## src/rtl/replay_command_fifo_pkg.sv

```systemverilog
// Shared command/FIFO types and default sizing for the replay command path.
package replay_command_fifo_pkg;

  localparam int unsigned COM_DATA_W     = 32;
  localparam int unsigned COM_FIFO_DEPTH = 16;
  localparam int unsigned COM_ITER_W     = 8;

  typedef logic [COM_DATA_W-1:0] com_packet;

  typedef enum logic {
    NORMAL = 1'b0,
    REPLAY = 1'b1
  } replay_state_e;

endpackage : replay_command_fifo_pkg

```

## src/rtl/replay_fifo_ram.sv

```systemverilog
// Simple dual-port command store: one write port, one registered read port
// whose output returns to zero on cycles without a read.
module replay_fifo_ram #(
  parameter int unsigned DATA_W = 32,
  parameter int unsigned DEPTH  = 16
) (
  input  logic                     clk,
  input  logic                     reset,
  input  logic                     we,
  input  logic [$clog2(DEPTH)-1:0] waddr,
  input  logic [DATA_W-1:0]        wdata,
  input  logic                     re,
  input  logic [$clog2(DEPTH)-1:0] raddr,
  output logic [DATA_W-1:0]        rd_data
);

  logic [DATA_W-1:0] mem [DEPTH];

  always_ff @(posedge clk) begin
    if (we) begin
      mem[waddr] <= wdata;
    end
  end

  always_ff @(posedge clk or negedge reset) begin
    if (!reset) begin
      rd_data <= '0;
    end else if (re) begin
      rd_data <= mem[raddr];
    end else begin
      rd_data <= '0;
    end
  end

endmodule : replay_fifo_ram

```

## src/rtl/replay_command_fifo.sv

```systemverilog
// Command FIFO with a retention window [mark_ptr, wr_ptr) that can be
// re-streamed a requested number of times before being released.
module replay_command_fifo
  import replay_command_fifo_pkg::*;
#(
  parameter int unsigned DATA_W   = $bits(com_packet),
  parameter int unsigned DEPTH    = COM_FIFO_DEPTH,
  parameter int unsigned ITER_W   = COM_ITER_W,
  parameter int unsigned AFULL_TH = DEPTH - 2
) (
  input  logic                       clk,
  input  logic                       reset,
  input  logic                       wr_en,
  input  logic [DATA_W-1:0]          wr_data,
  output logic                       wr_ready,
  input  logic                       rd_en,
  output logic                       rd_avail,
  output logic                       rd_valid,
  output logic [DATA_W-1:0]          rd_data,
  input  logic                       replay_start,
  input  logic [ITER_W-1:0]          replay_iters,
  input  logic                       release_en,
  output logic                       replay_busy,
  output logic                       pass_done,
  output logic                       replay_done,
  output logic [$clog2(DEPTH):0]     retained_cnt,
  output logic                       almost_full,
  output logic                       overflow
);

  localparam int unsigned ADDR_W = $clog2(DEPTH);
  localparam int unsigned PTR_W  = ADDR_W + 1;

  replay_state_e     state, state_nx;
  logic [PTR_W-1:0]  wr_ptr, wr_ptr_nx;
  logic [PTR_W-1:0]  rd_ptr, rd_ptr_nx;
  logic [PTR_W-1:0]  mark_ptr, mark_ptr_nx;
  logic [ITER_W-1:0] passes, passes_nx;
  logic              rd_valid_nx, pass_done_nx, replay_done_nx, overflow_nx;

  logic full;
  logic push;
  logic pop;
  logic start;
  logic last_entry;

  // Window occupancy and handshake derived from the registered pointers
  assign retained_cnt = wr_ptr - mark_ptr;
  assign full         = (retained_cnt == PTR_W'(DEPTH));
  assign almost_full  = (retained_cnt >= PTR_W'(AFULL_TH));
  assign wr_ready     = (state == NORMAL) && !full;
  assign rd_avail     = (rd_ptr != wr_ptr);
  assign replay_busy  = (state == REPLAY);

  assign push       = wr_en && wr_ready;
  assign start      = (state == NORMAL) && replay_start &&
                      (replay_iters != '0) && (retained_cnt != '0);
  // A pop requested in the same cycle a replay begins is discarded
  assign pop        = rd_en && rd_avail && !start;
  assign last_entry = ((rd_ptr + PTR_W'(1)) == wr_ptr);

  always_comb begin
    state_nx       = state;
    wr_ptr_nx      = wr_ptr;
    rd_ptr_nx      = rd_ptr;
    mark_ptr_nx    = mark_ptr;
    passes_nx      = passes;
    overflow_nx    = overflow;
    rd_valid_nx    = pop;
    pass_done_nx   = 1'b0;
    replay_done_nx = 1'b0;

    if (push) begin
      wr_ptr_nx = wr_ptr + PTR_W'(1);
    end
    if ((state == NORMAL) && wr_en && !wr_ready) begin
      overflow_nx = 1'b1;
    end

    case (state)
      NORMAL: begin
        if (start) begin
          state_nx  = REPLAY;
          rd_ptr_nx = mark_ptr;
          passes_nx = replay_iters;
        end else begin
          if (pop) begin
            rd_ptr_nx = rd_ptr + PTR_W'(1);
          end
          if (release_en) begin
            mark_ptr_nx = rd_ptr;
          end
        end
      end
      REPLAY: begin
        if (pop) begin
          if (!last_entry) begin
            rd_ptr_nx = rd_ptr + PTR_W'(1);
          end else if (passes > ITER_W'(1)) begin
            rd_ptr_nx    = mark_ptr;
            passes_nx    = passes - ITER_W'(1);
            pass_done_nx = 1'b1;
          end else begin
            rd_ptr_nx      = wr_ptr;
            passes_nx      = '0;
            state_nx       = NORMAL;
            replay_done_nx = 1'b1;
          end
        end
      end
      default: state_nx = NORMAL;
    endcase
  end

  always_ff @(posedge clk or negedge reset) begin
    if (!reset) begin
      state       <= NORMAL;
      wr_ptr      <= '0;
      rd_ptr      <= '0;
      mark_ptr    <= '0;
      passes      <= '0;
      rd_valid    <= 1'b0;
      pass_done   <= 1'b0;
      replay_done <= 1'b0;
      overflow    <= 1'b0;
    end else begin
      state       <= state_nx;
      wr_ptr      <= wr_ptr_nx;
      rd_ptr      <= rd_ptr_nx;
      mark_ptr    <= mark_ptr_nx;
      passes      <= passes_nx;
      rd_valid    <= rd_valid_nx;
      pass_done   <= pass_done_nx;
      replay_done <= replay_done_nx;
      overflow    <= overflow_nx;
    end
  end

  replay_fifo_ram #(
    .DATA_W (DATA_W),
    .DEPTH  (DEPTH)
  ) u_ram (
    .clk     (clk),
    .reset   (reset),
    .we      (push),
    .waddr   (wr_ptr[ADDR_W-1:0]),
    .wdata   (wr_data),
    .re      (pop),
    .raddr   (rd_ptr[ADDR_W-1:0]),
    .rd_data (rd_data)
  );

endmodule : replay_command_fifo

```

## config.mk

```make
export PLATFORM = sky130hd
export DESIGN_NAME = replay_command_fifo
export DESIGN_NICKNAME = d
export VERILOG_FILES = /design/src/rtl/replay_command_fifo_pkg.sv /design/src/rtl/replay_fifo_ram.sv /design/src/rtl/replay_command_fifo.sv
export SDC_FILE = /design/constraint.sdc
export NUM_CORES = 1
export LEC_CHECK = 0
export CORE_MARGIN = 1
export CORE_UTILIZATION = 40
export CTS_BUF_LIST = sky130_fd_sc_hd__clkbuf_2
export CTS_CLUSTER_SIZE = 25
export DETAILED_ROUTE_END_ITERATION = 16
export PLACE_DENSITY = 0.57
export SLEW_MARGIN = 20
export SYNTH_ARGS = -nofsm -noshare
export SYNTH_HDL_FRONTEND = slang
export SYNTH_SLANG_ARGS = --single-unit
```

## constraint.sdc

```tcl
create_clock -name clk -period 12.1 [get_ports clk]
set_input_delay 2.42 -clock clk [delete_from_list [all_inputs] [get_ports clk]]
set_output_delay 2.42 -clock clk [all_outputs]
set_load 0.03 [all_outputs]
```

==> impl_metrics.tcl <==
set metrics [dict create \
    status "completed" \
    worst_pin_slew_ns 0.9216 \
    startpoint_type "flop" \
    setup_ws_ns 5.311 \
    die_h_um 237.3 \
    vias 10750 \
    synth_fp_nets 1064 \
    place.gp.congestion 0.7666 \
    cts_sinks 572 \
    final_core_util_pct 46.67 \
    drc 0 \
    cts_buffers 148 \
    cts.repair.resized 0 \
    wl_per_cell_um 24.13 \
    dieArea_um2 56320 \
    start_util_pct 40.84 \
    hold_buffers 0 \
    antenna_found_initial 3 \
    max_freq_mhz 147.3 \
    insertion_delay_ns 1.29 \
    post_cts_buffers 0 \
    first_iter_violations 755 \
    setup_violations 0 \
    io_buffers 90 \
    cts_tree "yes" \
    track_usage_pct 18.09 \
    grt_max_degree 97 \
    die_w_um 237.3 \
    area_growth_pct 14.28 \
    cts_root_buf "clkbuf_2" \
    clk_path_buf_depth 3 \
    hpwl_um 24270 \
    drt-pass1-iter-count 4 \
    routed_wl_um 49030 \
    arrival_ns 4.37 \
    crit_path_max_incr_delay_ns 0.80 \
    yosys.cell_types.count 53 \
    finalCritPeriodShare_pct 56.11 \
    finalSetupTns_ns 0 \
    syn-cell-area_um2 22150 \
    ys_seq_area_share_pct 76.19 \
    n_fill_cell 4629 \
    ant_nets 0 \
    grt_remaining_overflow 0 \
    slowest_stage "dfrtp_1" \
    ir_drop_mv 0.1338 \
    synthFlopType "edfxtp_1" \
    yosys_warnings 0 \
    syn_area_per_cell_um2 22.02 \
    hp-class "reg -> reg" \
    max-cap-violations 0 \
    first_global_vias 11490 \
    worstPathRequired_ns 9.68 \
    core_area_um2 54240 \
    end_kind "primary output" \
    synth-edff-count 512 \
    fin_crit_ns 6.789 \
    p_leak_uw 0.008454 \
    path_class "reg -> out" \
    crit_fanout 16 \
    multiInputGateArea_um2 5114 \
    final_cells 2032 \
    cts.htree.levels 4 \
    slew_viol_final 0 \
    p_per_area_nw_per_um2 212.3 \
    crit_chain "ha_1 > nor2b_1 > a221oi_2 > xnor2_1 > nor4b_1 > nor2_1 > clkdlybuf4s50_1" \
    io_pins 91 \
    drive_above_1_share_pct 34.61 \
    fp-row-count 85 \
    slew_headroom_pct 38.56 \
    hold_viol_final 0 \
    fin_hold_ws_ns 0.4777 \
    pre_cts_ws_ns 6.613 \
    grt_setup_unrepaired "no" \
    async_reset_ff_share_pct 10.49 \
    path_clk_slew_ns 0.10 \
    synthCells 1006 \
    grt_first_pass_wirelength_um 73130 \
    dp_cells 1768 \
    ys_seq_elements 572 \
    via_per_inst 5.289 \
    skew_ns 0.06573 \
    nNetsFinal 1280 \
    final-seq-area_um2 16890 \
]
[cells by family after synthesis]
logic type / synth area share (%)
simple gates: 3.259
buf+inv: 1.186
fa+ha+maj: 0.7117
xor+xnor: 0.5931
mux: 16.57
flops: 76.19
compound gates: 1.491
[report_power, final]
group	switching, uW	internal (uW)	leakage, uW
clock	768	513	0.00102
sequential	145	2260	0.00535
combinational	851	834	0.00208
total	1760	3610	0.00845
[registers in the layout (all words and copies together) (netlist names)]
register       flops
replay_done        1
u_ram.rd_data     32
wr_ptr             5
u_ram.mem        512
overflow           1
mark_ptr           5
passes             8
pass_done          1
rd_ptr             5
replay_busy        1
rd_valid           1
[stage by stage]
stage | instance area (um2) | total power [uW]
after floorplan | 22150 | 3631
after global routing | 25300 | 5671
after CTS | 25300 | 5476
after global placement | 24010 | 4175
final | 25310 | 5373
after detailed placement | 24010 | 4176
[worst max-delay path, delay by kind of cell, from the launching register on]
kind                     cells  cell delay [ns]
flip-flops                   1             0.80
buffers and inverters        1             0.61
XOR/XNOR                     1             0.17
adder cells (fa/ha/maj)      1             0.41
AND/OR/NAND/NOR              3             0.86
AO/OA/AOI/OAI                1             0.26
[cells in the mapped netlist, types with 6 or more instances]
master / count / area [um2]
buf_2: 15 / 75.07
nor2_1: 28 / 105.1
xnor2_1: 9 / 78.83
inv_1: 12 / 45.04
nor3_1: 12 / 60.06
ha_1: 11 / 137.6
mux4_2: 160 / 3603
xor2_1: 6 / 52.55
dfrtp_1: 60 / 1501
nand2b_1: 7 / 43.79
clkbuf_1: 24 / 90.09
a21oi_1: 9 / 45.04
edfxtp_1: 512 / 15370
buf_1: 6 / 22.52
o21ai_0: 11 / 55.05
nand2_1: 23 / 86.33
and2_1: 34 / 212.7
[final timing paths]
kind | from | slack, ns | cells after the start | to
setup / recovery | wr_ptr[2] | 5.31 | 7 | wr_ready
hold / removal | overflow | 0.48 | 1 | overflow
setup reg to reg | wr_ptr[2] | 7.52 | 9 | u_ram.mem[2][22]
hold reg to reg | overflow | 0.48 | 1 | overflow
max in group asynchronous | reset | 10.10 | 1 | rd_ptr[2]
min in group asynchronous | reset | 1.27 | 1 | wr_ptr[3]
[cell usage in the layout (no fill, tap or decap), drive strengths merged, types with 6 or more instances in the layout]
| master | n |
|---|---|
| ha | 11 |
| diode | 7 |
| clkdlybuf4s50 | 89 |
| nand2b | 8 |
| a21oi | 10 |
| nand2 | 24 |
| edfxtp | 512 |
| nor2 | 29 |
| nor3 | 13 |
| xnor2 | 9 |
| and2 | 34 |
| xor2 | 6 |
| dfrtp | 60 |
| clkinv | 22 |
| mux4 | 160 |
| inv | 19 |
| buf | 25 |
| o21ai | 11 |
| clkbuf | 226 |
[metal layers]
metal | share of wire, % | track usage [%] | up-vias
met5 | 0.059 | 0 | -
met4 | 1.7 | 6.080 | 4
met3 | 5.6 | 5.388 | 76
met2 | 48 | 27.82 | 310
met1 | 44 | 24.69 | 5662
li1 | - | - | 4696
[cell type report]
type / instances / share of cell area (%)
sequential: 572 / 66.71
multi-input combinational: 373 / 20.20
clock buffer: 226 / 4.468
timing repair buffer: 114 / 4.310
tap: 696 / 3.440
clock inverter: 31 / 0.6080
inverter: 13 / 0.1928
antenna: 7 / 0.06920
Power figures use the tool's default switching activity.
